### config.mk
export PLATFORM = sky130hd
export DESIGN_NAME = instr_fetch_unit
export DESIGN_NICKNAME = d
export VERILOG_FILES = /design/src/rtl/instr_fetch_unit.sv
export SDC_FILE = /design/constraint.sdc
export NUM_CORES = 1
export LEC_CHECK = 0
export CAP_MARGIN = 15
export CORE_ASPECT_RATIO = 0.8
export CORE_MARGIN = 2
export CORE_UTILIZATION = 40
export CTS_BUF_LIST = sky130_fd_sc_hd__clkbuf_4 sky130_fd_sc_hd__clkbuf_8
export DETAILED_ROUTE_END_ITERATION = 6
export GPL_ROUTABILITY_DRIVEN = 0
export HOLD_SLACK_MARGIN = 0.02
export PLACE_DENSITY = 0.71
export SLEW_MARGIN = 10
export SYNTH_ARGS = -nofsm -noshare
export SYNTH_HDL_FRONTEND = slang
export SYNTH_SLANG_ARGS = --single-unit
export TNS_END_PERCENT = 20
### constraint.sdc
create_clock -name clock -period 3.6 [get_ports clock]
set_clock_uncertainty 0.15 [all_clocks]
set_input_delay 0.9 -clock clock [delete_from_list [all_inputs] [get_ports clock]]
set_output_delay 0.9 -clock clock [all_outputs]
set_load 0.005 [all_outputs]
### src/rtl/instr_fetch_unit.sv
// Fetch stage: services sequencer fetch/operand states with one memory read each, owns PC/IR/OPR.
// Optional macro FETCH_TIMEOUT_EN adds a response timeout with a sticky fetch_err.
module instr_fetch_unit #(
  parameter int ADDR_W = 8,
  parameter int DATA_W = 16,
  parameter logic [ADDR_W-1:0] RESET_PC = {ADDR_W{1'b0}},
  parameter int TIMEOUT = 15
) (
  input  logic              clock,
  input  logic              reset,
  input  logic              run,
  input  logic [5:0]        state,
  input  logic [DATA_W-1:0] mem_rdata,
  input  logic              mem_rvalid,
  output logic              mem_req,
  output logic [ADDR_W-1:0] mem_addr,
  output logic              advance,
  output logic [DATA_W-1:0] IR,
  output logic [DATA_W-1:0] OPR,
  output logic [ADDR_W-1:0] PC,
  output logic              fetch_err
);

  typedef enum logic [0:0] {S_IDLE = 1'b0, S_REQ = 1'b1} fsm_e;

  localparam logic [5:0] ST_FETCH1 = 6'd1;
  localparam logic [5:0] ST_LDAC1  = 6'd5;
  localparam logic [5:0] ST_STAC1  = 6'd9;

  fsm_e              fsm_q, fsm_d;
  logic [ADDR_W-1:0] pc_q, pc_d;
  logic [ADDR_W-1:0] addr_q, addr_d;
  logic [DATA_W-1:0] ir_q, ir_d;
  logic [DATA_W-1:0] opr_q, opr_d;
  logic              req_q, req_d;
  logic              done_q, done_d;
  logic [5:0]        svc_state_q, svc_state_d;
  logic              svc_s;
  logic              done_eff_s;
  logic              err_s;

`ifdef FETCH_TIMEOUT_EN
  localparam logic [3:0] TIMEOUT_CNT = 4'(TIMEOUT);
  logic [3:0] wait_q, wait_d;
  logic       err_q, err_d;
  assign err_s = err_q;
`else
  assign err_s = 1'b0;
`endif

  assign svc_s = (state == ST_FETCH1) | (state == ST_LDAC1) | (state == ST_STAC1);
  // done only counts while the sequencer is still in the state that was serviced
  assign done_eff_s = done_q & (state == svc_state_q);
  assign advance    = run & ~err_s & ~(svc_s & ~done_eff_s);

  assign mem_req   = req_q;
  assign mem_addr  = addr_q;
  assign IR        = ir_q;
  assign OPR       = opr_q;
  assign PC        = pc_q;
  assign fetch_err = err_s;

  // Next-state logic for the request FSM and the architectural registers
  always_comb begin
    fsm_d       = fsm_q;
    pc_d        = pc_q;
    addr_d      = addr_q;
    ir_d        = ir_q;
    opr_d       = opr_q;
    req_d       = req_q;
    done_d      = done_eff_s;
    svc_state_d = svc_state_q;
`ifdef FETCH_TIMEOUT_EN
    wait_d      = wait_q;
    err_d       = err_q;
`endif
    case (fsm_q)
      S_IDLE: begin
        if (svc_s & ~done_eff_s & run & ~err_s) begin
          fsm_d       = S_REQ;
          req_d       = 1'b1;
          addr_d      = pc_q;
          svc_state_d = state;
        end else begin
          fsm_d = S_IDLE;
        end
      end
      S_REQ: begin
        if (mem_rvalid) begin
          // destination follows the latched state, not the live one
          case (svc_state_q)
            ST_FETCH1:          ir_d  = mem_rdata;
            ST_LDAC1, ST_STAC1: opr_d = mem_rdata;
            default:            ir_d  = ir_q;
          endcase
          pc_d   = pc_q + {{(ADDR_W-1){1'b0}}, 1'b1};
          req_d  = 1'b0;
          done_d = 1'b1;
          fsm_d  = S_IDLE;
`ifdef FETCH_TIMEOUT_EN
          wait_d = 4'd0;
`endif
        end else begin
`ifdef FETCH_TIMEOUT_EN
          if (wait_q == (TIMEOUT_CNT - 4'd1)) begin
            req_d  = 1'b0;
            err_d  = 1'b1;
            wait_d = 4'd0;
            fsm_d  = S_IDLE;
          end else begin
            wait_d = wait_q + 4'd1;
            fsm_d  = S_REQ;
          end
`else
          fsm_d = S_REQ;
`endif
        end
      end
      default: begin
        fsm_d = S_IDLE;
        req_d = 1'b0;
      end
    endcase
  end

  // State registers with asynchronous reset
  always_ff @(posedge clock or posedge reset) begin
    if (reset) begin
      fsm_q       <= S_IDLE;
      pc_q        <= RESET_PC;
      addr_q      <= {ADDR_W{1'b0}};
      ir_q        <= {DATA_W{1'b0}};
      opr_q       <= {DATA_W{1'b0}};
      req_q       <= 1'b0;
      done_q      <= 1'b0;
      svc_state_q <= 6'd0;
`ifdef FETCH_TIMEOUT_EN
      wait_q      <= 4'd0;
      err_q       <= 1'b0;
`endif
    end else begin
      fsm_q       <= fsm_d;
      pc_q        <= pc_d;
      addr_q      <= addr_d;
      ir_q        <= ir_d;
      opr_q       <= opr_d;
      req_q       <= req_d;
      done_q      <= done_d;
      svc_state_q <= svc_state_d;
`ifdef FETCH_TIMEOUT_EN
      wait_q      <= wait_d;
      err_q       <= err_d;
`endif
    end
  end

endmodule

==> run metrics, run 1 <==
r2r startpoint svc_state_q[1]$_DFFE_PP0P_; Post-Synth Adder-Cell Area less than 1%; DP Worst Slack 0.00202 ns; Reg2Reg Depth 3; DR vias 1515; P_int ~1.3 mW; Max FO, Critical Path 3; clock share of power ~30%; CTS max path bufs 2; layout cells sized above 1 27.5%; largest net degree at the start of global routing 22; Inserted Diodes 0; hpwl dp roughly 3400 um; pwr dens between 500 and 600 nW/um^2; Sequential Area 1430 um^2; HP Class reg2reg; core area between 5000 and 6000 um^2; CTS Hold Bufs 0; Syn Nets ~180; register area share after synthesis about three fifths; hold endpoint mem_req$_DFFE_PP0P_; placed cells between 300 and 400; Sw Pwr about 410 uW; Worst Setup SP state[3]; final setup violation count 0; combinational share of power around 22%; CTS Buf Count 9; DP Area about 3200 um^2; DR DRC count 0; fin. max-slew vios 0; number of synthesized register bits 57; number of I/O pins between 70 and 80; first-pass GRT wire length approximately 7700 um; RSZ-0062 raised after global routing no; mux contribution to synthesized area roughly 22%; arrival time at the worst endpoint ~2.5 ns; PnR worst setup slack approximately 0.091 ns; final WL between 4000 and 5000 um; largest family of logic cells by synthesized area multiplexers; Die Footprint around 6500 um^2; Root Buffer Master clkbuf_8; HP Start mem_req$_DFFE_PP0P_; Buffers on Ports between 70 and 80; vias in the first global route 1598; routed length per placed instance roughly 14 um; Syn. warnings 0; Total GRT Usage about 16%; nets 270; Compound-Gate Fraction of Synth Area about 1.6%; row count 24; Post-Synth XOR/XNOR Area roughly 5.2%; Seq pwr share a little under half; Syn Area/Cell around 15 um^2; DRT Pass-1 Iters 3; Die Y slightly above 70 um; Netlist cell types 32; Finished Layout Cells 325; fin crit period 3.51 ns; Area Overhead vs Synth 43.4%; worst vdd ir about 280 uV; Hold Path Depth 1; Max transition margin around half; 1st-iter DRT viols 19; slew at the pin with the worst max-slew slack around 0.77 ns; vias per std cell approximately 4.7; # fillers roughly 460; Initial Util 42.2%; initial antenna violation count 0; Clock Latency Late Sink 0.32 ns; area of the multi-input gates between 800 and 900 um^2; reg2reg setup slack around 1.3 ns; fmax 0.285 GHz; CTS tree yes; die width around 90 um; outcome completed; Crit Path Category in2out; H-tree depth 3; Synth Instances 156; Reg-to-Reg End OPR[6]$_DFFE_PP0P_; Post-Synth Simple-Gate Area approximately 6.8%; Post-DRT Antenna Nets 0; setup tns final 0 ns; Total Power roughly 1.7 mW; Hold Vio Cnt, Final 0; Synth Cell Area roughly 2300 um^2; CP Capture Type primary output; Clock transition at path regs roughly 0.06 ns; Setup crit start kind input port; # Max-Cap Violations 0; clk sink count 57; fin area between 3000 and 4000 um^2; grt ovf 0; final period utilization a little over nine tenths; data required time of the critical path roughly 2.6 ns; Leak 1.63 nW; Sw Share 24.1%
state kept, by name, indices dropped and copies added (netlist names):
| signal | cells |
|---|---|
| IR | 16 |
| fsm_q | 1 |
| mem_addr | 8 |
| mem_req | 1 |
| OPR | 16 |
| PC | 8 |
| done_q | 1 |
| svc_state_q | 6 |
stage by stage:
step | utilization (%) | hold WS, ns
final | 60.5 | 0.333
after floorplan | - | 0.324
after global placement | 57.0 | 0.313
after global routing | 60.5 | 0.352
after CTS | 60.1 | 0.337
after detailed placement | 57.0 | 0.323
layout make-up:
class	count	area share [%]
sequential	57	42.5
multi-input combinational	91	25.2
timing repair buffer	82	24.1
clock buffer	12	4.54
tap	78	2.91
clock inverter	3	0.521
inverter	2	0.223
what timing repair did:
action	in CTS	in global routing
gates resized for setup	0	3
endpoints found under the setup margin	1	1
buffers inserted	0	2
pin swaps	1	2
layer usage:
metal / global-route usage, % / wire, um / vias to the layer above
met5: 0 / 0 / -
met1: 20.4 / 2090 / 756
met4: 7.13 / 93 / 0
li1: - / - / 709
met2: 24.2 / 2230 / 41
met3: 5.69 / 228 / 9
power by group through the flow:
stage          combinational (mW)  clock, mW  sequential (mW)
2_1_floorplan               0.136          0            0.814
3_3_place_gp                0.371          0            0.814
3_5_place_dp                0.377          0            0.814
4_1_cts                     0.378      0.534            0.804
5_1_grt                     0.405      0.567            0.817
6_report                    0.373      0.512            0.803
cell usage in the layout (no fill, tap or decap), types with 2 or more instances in the layout:
cell,netlist,layout
a21o_1,2,2
buf_4,2,7
clkbuf_4,0,2
clkbuf_8,0,10
clkdlybuf4s50_1,0,72
clkinv_2,0,2
dfrtp_1,57,57
dlymetal6s2s_1,0,3
mux2_2,31,31
mux2_4,10,10
nand2_1,9,9
nand3_1,2,2
nor2_1,3,3
nor2b_1,2,2
or2_2,2,2
xnor2_1,9,9
xor2_1,5,5
cell usage after synthesis:
library cell  count  area, um^2
nor4b_1           1        8.76
or2_2             2        12.5
nor2b_2           1        8.76
a21o_1            2        15.0
nand2_1           9        33.8
a311oi_2          1        15.0
and4_1            1        8.76
mux2_4           10         150
xnor2_1           9        78.8
nand4_1           1        6.26
inv_1             2        7.51
buf_4             2        15.0
and3_1            1        6.26
or4b_1            1        10.0
nand3_1           2        10.0
buf_2             1        5.00
nor3_1            1        5.00
nand2b_1          1        6.26
or4_1             1        7.51
ha_1              1        12.5
buf_12            1        20.0
mux2_1            1        11.3
xor2_1            5        43.8
and2_1            1        6.26
nor2_1            3        11.3
conb_1            1        3.75
or3_1             1        6.26
nor2b_1           2        12.5
buf_6             2        22.5
o21a_1            1        7.51
mux2_2           31         349
dfrtp_1          57        1430
kinds of logic (layout without fill, tap and decap cells):
group,count (synthesis),after routing
DFF,57,57
and+or+nand+nor,29,29
muxes,42,42
buffers and inverters,8,99
other,1,1
xor gates and xnor gates,14,14
adders and majority gates,1,1
AOI/OAI and AO/OA,4,4
worst max-delay path by stage:
stage          slack, ns       to
2_1_floorplan       0.98  advance
3_3_place_gp      0.0005  advance
3_5_place_dp       0.002  advance
4_1_cts            0.004  advance
5_1_grt             0.03  advance
6_report            0.09  advance
worst max-delay path, stage by stage:
cell             delay [ns]
clkdlybuf4s50_1        0.45
xor2_1                 0.16
nor2_1                 0.14
and3_1                 0.18
o21a_1                 0.13
clkdlybuf4s50_1        0.50
Note: power is estimated with default switching activity, not from simulation.
==> run 2: changes to the inputs <==
CTS_CLUSTER_SIZE = 25   (was unset)
MAX_ROUTING_LAYER = met4   (was unset)
SLEW_MARGIN = 20   (was 10)
==> run 2 against run 1 <==
Net effect: combinational power about the same; hold slack is essentially flat; largest cell class unchanged; sequential cell count unchanged; final cell count unchanged; via count is 0.20% lower.
==> run metrics, run 2 (synthesis gave the netlist of run 1 again) <==
outcome completed; grt ovf 0; CTS max path bufs 2; HP Start mem_req$_DFFE_PP0P_; setup tns final 0 ns; core area 5560 um^2; critical path's largest stage delay roughly 0.5 ns; Inserted Diodes 0; final period utilization a little over nine tenths; Initial Util 42.2%; Post-DRT Antenna Nets 0; Total Power around 1.7 mW; CP Capture Type primary output; Die Y 72.5 um; hold endpoint mem_req$_DFFE_PP0P_; crit-path leading delay family buffers and inverters; vias in the first global route roughly 1600; fin area ~3400 um^2; number of I/O pins between 70 and 80; largest net degree at the start of global routing 22; CTS Hold Bufs 0; fmax 0.285 GHz; CTS Buf Count 9; hpwl dp roughly 3400 um; final core utilization between 60 and 70%; fin crit period 3.51 ns; clk sink count 57; Leak about 1.6 nW; Max FO, Critical Path 3; Area Overhead vs Synth 43.4%; r2r startpoint svc_state_q[4]$_DFFE_PP0P_; crit path cell chain clkdlybuf4s50_1 -> xor2_1 -> nor2_1 -> and3_1 -> o21a_1 -> clkdlybuf4s50_1; Reg2Reg Depth 3; fin. max-slew vios 0; DR DRC count 0; routed length per placed instance roughly 14 um; most frequent cells in the layout clkdlybuf4s50_1 (72), dfrtp_1 (57), mux2_2 (31), mux2_4 (10), clkbuf_8 (10); Worst Setup SP state[3]; final hold slack between 0.3 and 0.4 ns; Setup crit start kind input port; Hold Path Depth 1; Crit Path Category in2out; data required time of the critical path ~2.6 ns; H-tree depth 3; arrival time at the worst endpoint between 2 and 2.5 ns; CP most frequent cell clkdlybuf4s50_1; slew at the pin with the worst max-slew slack 0.762 ns; final WL 4640 um; pwr dens slightly above 500 nW/um^2; DP Area between 3000 and 4000 um^2; initial antenna violation count 0; Clock transition at path regs roughly 0.06 ns; RSZ-0062 raised after global routing no; Root Buffer Master clkbuf_8; HP Class reg2reg; Die Footprint ~6500 um^2; Worst path slowest cell clkdlybuf4s50_1; DR vias 1512; Clock Latency Late Sink roughly 0.32 ns; die width 89.6 um; CP bufs+invs 2; row count 24; layout cells sized above 1 between 20 and 30%; # Max-Cap Violations 0; 1st-iter DRT viols 16; first-pass GRT wire length just under 8000 um; Hold Vio Cnt, Final 0; Reg-to-Reg End OPR[6]$_DFFE_PP0P_; DRT Pass-1 Iters 3; final setup violation count 0; nets 270; CTS tree yes; commonest non-fill, non-tap cell in the layout clkdlybuf4s50_1; Total GRT Usage ~16%; Max transition margin about half; Buffers on Ports between 70 and 80; worst vdd ir about 280 uV; vias per std cell between 4 and 5; reg2reg setup slack approximately 1.3 ns
run 2: cell counts in the layout (fill, tap and decap cells not counted):
Identical to the previous run, type by type.
run 2: worst max-delay path by stage:
stage | endpoint | slack, ns | cells after the start
5_1_grt | advance | 0.03 | 6
6_report | advance | 0.09 | 6
2_1_floorplan | advance | 0.98 | 4
3_5_place_dp | advance | 0.002 | 6
3_3_place_gp | advance | 0.0005 | 6
4_1_cts | advance | 0.004 | 6
run 2: timing repair:
action,in CTS,in global routing
pin swaps,1,2
resized for setup,0,3
setup endpoints to repair,1,1
setup buffers,0,2
run 2: power breakdown:
| part | total [mW] | internal [mW] | leakage [nW] | switching [mW] |
|---|---|---|---|---|
| combinational | 0.373 | 0.268 | 0.772 | 0.105 |
| clock | 0.511 | 0.277 | 0.0891 | 0.234 |
| sequential | 0.804 | 0.737 | 0.772 | 0.0664 |
run 2: layer usage:
layer  vias up  global-route usage (%)  routed length [um]
met4         0                    7.13                  87
met2        41                    24.2                2240
met1       755                    20.6                2110
li1        708                       -                   -
met5         -                       -                   0
met3         8                    5.35                 200
run 2: layout make-up:
class,count,area [um^2]
Timing Repair Buffer,82,811
Multi-Input combinational cell,91,847
Tap cell,78,97.6
Clock inverter,3,17.5
Clock buffer,12,153
Fill cell,464,2200
Sequential cell,57,1430
Inverter,2,7.51
run 2: per-stage QoR:
stage / cells / setup WS [ns]
global route: 325 / 0.0276
global placement: 308 / 0.000452
CTS: 323 / 0.00448
floorplan: 156 / 0.984
finish: 325 / 0.0913
detailed placement: 308 / 0.00202
